<file path="src/rtl/conv_window_gen.sv">
// rtl/conv_window_gen.sv - raster pixel stream to KERNEL x KERNEL sliding-window generator
module conv_window_gen #(
    parameter int CL_IN  = 8,
    parameter int KERNEL = 3,
    parameter int N      = 4,
    parameter int IMG_W  = 32,
    parameter int IMG_H  = 32
) (
    input  logic                             clk,
    input  logic                             rst,
    input  logic [CL_IN*N-1:0]               d_in,
    input  logic                             en_in,
    input  logic                             sof,
    output logic [CL_IN*KERNEL*KERNEL*N-1:0] data2conv,
    output logic                             en_out,
    output logic                             last_out
);
    localparam int PW = CL_IN * N;
    localparam int KK = KERNEL * KERNEL;
    localparam int XW = (IMG_W > 1) ? $clog2(IMG_W) : 1;
    localparam int YW = (IMG_H > 1) ? $clog2(IMG_H) : 1;
    localparam logic [XW-1:0] X_LAST = XW'(IMG_W - 1);
    localparam logic [YW-1:0] Y_LAST = YW'(IMG_H - 1);

    logic [XW-1:0]      x_q, x_d, x_cur;
    logic [YW-1:0]      y_q, y_d, y_cur;
    logic               emit;
    logic               frame_end;
    logic [PW-1:0]      col_new [KERNEL];
    logic [PW-1:0]      win_q   [KERNEL][KERNEL];
    logic [PW-1:0]      win_d   [KERNEL][KERNEL];
    logic [PW*KK-1:0]   data_q, data_d;
    logic               en_q, last_q;

    // sof forces the current pixel to (0,0) no matter where the counters are
    always_comb begin
        x_cur = sof ? '0 : x_q;
        y_cur = sof ? '0 : y_q;
        x_d   = x_q;
        y_d   = y_q;
        if (en_in) begin
            if (x_cur == X_LAST) begin
                x_d = '0;
                y_d = (y_cur == Y_LAST) ? '0 : y_cur + 1'b1;
            end else begin
                x_d = x_cur + 1'b1;
                y_d = y_cur;
            end
        end
        emit      = en_in && (int'(x_cur) >= KERNEL - 1) && (int'(y_cur) >= KERNEL - 1);
        frame_end = (x_cur == X_LAST) && (y_cur == Y_LAST);
    end

    generate
        if (KERNEL > 1) begin : g_lb
            logic [PW-1:0] lb_q [KERNEL-1][IMG_W];

            always_ff @(posedge clk) begin
                if (en_in && !rst) begin
                    lb_q[0][x_cur] <= d_in;
                    for (int k = 1; k < KERNEL - 1; k++) begin
                        lb_q[k][x_cur] <= lb_q[k-1][x_cur];
                    end
                end
            end

            // buffer k holds row y-1-k, so the oldest row feeds window row 0
            for (genvar r = 0; r < KERNEL - 1; r++) begin : g_tap
                assign col_new[r] = lb_q[KERNEL-2-r][x_cur];
            end
        end
    endgenerate

    assign col_new[KERNEL-1] = d_in;

    always_comb begin
        for (int r = 0; r < KERNEL; r++) begin
            for (int c = 0; c < KERNEL - 1; c++) begin
                win_d[r][c] = win_q[r][c+1];
            end
            win_d[r][KERNEL-1] = col_new[r];
        end
    end

    always_comb begin
        data_d = '0;
        for (int i = 0; i < CL_IN; i++) begin
            for (int r = 0; r < KERNEL; r++) begin
                for (int c = 0; c < KERNEL; c++) begin
                    data_d[i*KK*N + (r*KERNEL+c)*N +: N] = win_d[r][c][i*N +: N];
                end
            end
        end
    end

    always_ff @(posedge clk) begin
        if (en_in && !rst) begin
            win_q <= win_d;
        end
    end

    always_ff @(posedge clk) begin
        if (rst) begin
            x_q    <= '0;
            y_q    <= '0;
            data_q <= '0;
            en_q   <= 1'b0;
            last_q <= 1'b0;
        end else begin
            x_q    <= x_d;
            y_q    <= y_d;
            en_q   <= emit;
            last_q <= emit && frame_end;
            if (emit) begin
                data_q <= data_d;
            end
        end
    end

    assign data2conv = data_q;
    assign en_out    = en_q;
    assign last_out  = last_q;
endmodule

</file>
<file path="config.mk">
export PLATFORM = sky130hd
export DESIGN_NAME = conv_window_gen
export DESIGN_NICKNAME = d
export VERILOG_FILES = /design/src/rtl/conv_window_gen.sv
export SDC_FILE = /design/constraint.sdc
export NUM_CORES = 2
export LEC_CHECK = 0
export BUFFER_PORTS_ARGS = -buffer_cell sky130_fd_sc_hd__buf_2
export CAP_MARGIN = 20
export CORE_ASPECT_RATIO = 1.5
export CORE_UTILIZATION = 50
export DETAILED_ROUTE_END_ITERATION = 12
export HOLD_SLACK_MARGIN = 0.08
export PLACE_DENSITY = 0.66
export SYNTH_ARGS = -nofsm -noshare
export SYNTH_HDL_FRONTEND = slang
export SYNTH_SLANG_ARGS = --single-unit
</file>
<file path="constraint.sdc">
create_clock -name clk -period 25.1 [get_ports clk]
set_input_delay 1.255 -clock clk [delete_from_list [all_inputs] [get_ports clk]]
set_output_delay 1.255 -clock clk [all_outputs]
set_load 0.01 [all_outputs]
</file>
* Yosys cells after proc, flatten, opt, wreduce, memory -nomap -nowiden *
Memories as Yosys holds them, arrays and structs flattened.
Cells that the tools add are included.

word-level totals
  output and inout port bits = 290
  memories kept = 1
  memory bits (writable) = 2048
  register bits = 492
  word-level logic and storage cells = 43
  input bits = 36

memory list
  memory     words  width  rd ports  clocked after memory_dff  wr ports  line  text
  g_lb.lb_q  2      1024   2         0                         2         56    logic [PW-1:0] lb_q [KERNEL-1][IMG_W];

operators by class
  bitwise gates (word level) = 1
  magnitude comparators = 4
  reduce and logical (&&, ||, !) cells = 7
  add/sub/neg operators = 2
  muxes and demuxes = 15
  equality and inequality tests = 2

operators by type and width
  cell                 count
  $mux 1024            1
  $bmux 32 s5          2
  $demux 32 s5         1
  $mux 32              5
  $mux 5               5
  $add 5x1->5 const B  2
  $eq 5x5->1 const B   2
  $ge 5x2->1 const B   2
  $ge 6x6->1 const B   1
  $logic_and 1x1->1    6
  $lt 6x1->1 const B   1
  $not 5->6            1
  $logic_not 1->1      1
  $mux 1               1

* Depth between registers and ports, before layout *
  depth after elaboration = 7
  depth in mapped cells = 16
  depth with buffers taken out = 11

* Worst setup path after synthesis *
Ideal clock, no wire load.

  path kind = input-to-reg
  from = input en_in
  to = memory g_lb.lb_q[0][1056] in the netlist's numbering, enable pin
  arrival time = 14193 ps
  path buffers = 0
  required time = 24614 ps
  library setup time = 486 ps
  slack = 10422 ps
  cell stages on the path = 4
  cells stage by stage = inv_1 nor2_1 nand3_1 nor2_1

RTL lines
  item             line  text
  start, declared  12    input logic en_in,
  end, declared    56

==> summary.md <==
| Metric | Value |
|---|---|
| Outcome | `finished, final reports clean` |
| Final Slew Violations | `0` |
| WS Path Type | `flop to flop` |
| Clock root buffer | `clkbuf_16` |
| Fin crit period | `5.468 ns` |
| Unrepaired setup endpoints after global routing | `false` |
| FFs w/ async S/R, synth | `0%` |
| CP max FO | `64` |
| I/O Buffers | `325` |
| Total placed cells including tap cells | `8394` |
| Netlist cell types | `56` |
| Total track usage | `28.18%` |
| P_int | `6.795 mW` |
| Fin Setup TNS | `0 ns` |
| CTS max path bufs | `4` |
| CTS tree | `built` |
| Die Area | `191200 sq um` |
| Overall power | `8.580 mW` |
| Arrival time worst endpoint | `5.81 ns` |
| Seq pwr share | `54.2%` |
| Worst hold path type | `flop to flop` |
| Final Hold Fails | `0` |
| Post-Synthesis Cells | `5919` |
| Least-Margin Pin Slew | `1.210 ns` |
| Pre-CTS setup slack | `19.06 ns` |
| VDD IR max | `0.05617 mV` |
| Finished Core Util | `56.86%` |
| Hold_buf cts | `0` |
| DR DRC count | `0` |
| # IOs | `326` |
| Commonest non-fill, non-tap cell in the layout | `edfxtp_1` |
| Sequential fraction of the synthesis area | `77.37%` |
| Vias in the first global route | `54910` |
| Row count | `195` |
| Setup Skew | `0.06138 ns` |
| Final worst slack | `19.63 ns` |
| NetSw | `1.785 mW` |
| Cts repair resizes | `0` |
| Final GP Congestion | `0.8033` |
| Core area | `188100 sq um` |
| H-tree levels | `4` |
| Vias | `57380` |
| Clock share of power | `42.1%` |
| Antenna Violating Nets Remaining | `0` |
| Die W | `357.4 um` |
| Reg2reg path depth | `7` |
| Post-CTS setup buffer count | `0` |
| Clk slew on worst S/H paths | `0.06 ns` |
| Share of cells above drive strength 1 | `14.01%` |
| Initial core utilization | `50.35%` |
| Hold WS | `0.4190 ns` |
| CP Capture Type | `flop` |
| Antenna violations before repair | `18` |
| Tcrit/Tclk final | `21.78%` |
| Commonest cells after routing, fill and taps aside | `edfxtp_1, nand2_1, mux2i_1` |
| TritonCTS Buffers | `231` |
| Crit start category | `flop` |
| Syn Nets | `5959` |
| Comb pwr share | `3.7%` |
| Total Routed Length | `273.5 mm` |
| EDFF count, synth | `2240` |
| Pleak | `34.68 nW` |
| DRT iter0 DRCs | `7428` |
| Gr ovfl total | `0` |
| DP HPWL | `144.1 mm` |
| Final setup viols | `0` |
| F_max | `0.1829 GHz` |
| Switching part of the total power | `20.81%` |
| Cells on Worst Hold Path | `0` |
| TritonRoute pass-1 iters | `6` |
| Non-filler cells, final | `8832` |
| Max_slew headroom | `19.36%` |
| Syn-to-layout area delta | `12.94%` |
| Cell Area, Placed | `98960 sq um` |
| Req. time, crit path | `25.44 ns` |
| # nets final | `6216` |
| # clock sinks | `2540` |
| Post-Layout Inst Area | `107000 sq um` |
| Power Density | `80.22 nW/um^2` |
| Chip Height | `535.0 um` |
| Number of max-cap violations | `0` |
| Syn Area/Cell | `16.00 sq um` |
| Routed len/inst | `30.97 um` |
| Yosys reg bits | `2540` |
| First-pass GRT wire length | `389.0 mm` |
| Syn Std Cell Area | `94710 sq um` |
| YS warnings | `0` |
| Predominant post-synthesis flop cell | `edfxtp_1` |
| Via density per instance | `6.497` |
| Worst skew pair latency | `0.89 ns` |
| Largest net degree at the start of global routing | `143` |
==> layout make-up <==
type	instances	area, sq um
Timing Repair Buffer	480	3100
Clock inverter	93	1156
Antenna cell	4	10.01
Fill cell	14350	81150
Multi-Input combinational cell	2895	19660
Inverter	28	130.1
Tap cell	2462	3080
Sequential cell	2540	73280
Clock buffer	330	6549
==> power by group through the flow <==
stage,registers (mW),logic (mW),clock network (mW)
after floorplan,4.74,0.190,0
after global routing,4.65,0.338,3.80
after CTS,4.65,0.310,3.65
final,4.65,0.321,3.61
after detailed placement,4.74,0.309,0
after global placement,4.74,0.301,0
==> critical path, cell delays in order, from the launching register on <==
cell	delay, ns
dfxtp_4	0.76
buf_4	0.89
buf_4	0.71
buf_4	0.63
mux2i_1	0.27
o221ai_1	0.14
a2111oi_0	0.61
nand2_1	0.72
==> sequential cells by signal (all words and copies together), names as in the netlist <==
register,flops
data2conv,288
y_q,5
en_out,1
last_out,1
x_q,5
g_lb.lb_q,2048
data_d,192
==> Yosys cell counts, drive strengths merged, types with 30 or more instances <==
| cell | count | area, sq um |
|---|---|---|
| nor4 | 43 | 269.0 |
| a21oi | 413 | 2067 |
| mux2i | 433 | 4334 |
| o221ai | 63 | 551.8 |
| dfxtp | 300 | 6006 |
| a311oi | 42 | 367.9 |
| a2111oi | 42 | 397.9 |
| o21ai | 30 | 153.9 |
| o22ai | 194 | 1214 |
| edfxtp | 2240 | 67260 |
| buf | 193 | 1036 |
| nand3 | 47 | 235.2 |
| nand2 | 723 | 2714 |
| a221o | 82 | 820.8 |
| a221oi | 303 | 2779 |
| a211oi | 151 | 1134 |
| a22oi | 82 | 615.6 |
| clkbuf | 263 | 987.2 |
| nor2 | 90 | 337.8 |
==> cells by family after synthesis <==
family                   after synthesis  share of synthesized area (%)
AO/OA/AOI/OAI                       1475                          11.42
AND/OR/NAND/NOR                      981                          4.311
buffers and inverters                484                          2.247
adder cells (fa/ha/maj)                4                        0.05285
multiplexers                         435                          4.600
flip-flops                          2540                          77.37
==> metal layers <==
layer | part of all wire (%) | track usage [%] | routed length (um)
met5 | 0.018 | 0 | 49
met2 | 50 | 47.00 | 135600
met1 | 37 | 37.28 | 101400
met4 | 4.0 | 10.88 | 11070
met3 | 9.3 | 4.180 | 25390
==> worst paths after layout <==
| check | from | end | slack (ns) |
|---|---|---|---|
| hold reg to reg | data_d[76] | data_d[72] | 0.42 |
| hold / removal | data_d[76] | data_d[72] | 0.42 |
| setup reg to reg | x_q[0] | g_lb.lb_q[0][1395] | 19.63 |
| setup / recovery | x_q[0] | g_lb.lb_q[0][1395] | 19.63 |
Power figures use the tool's default switching activity.
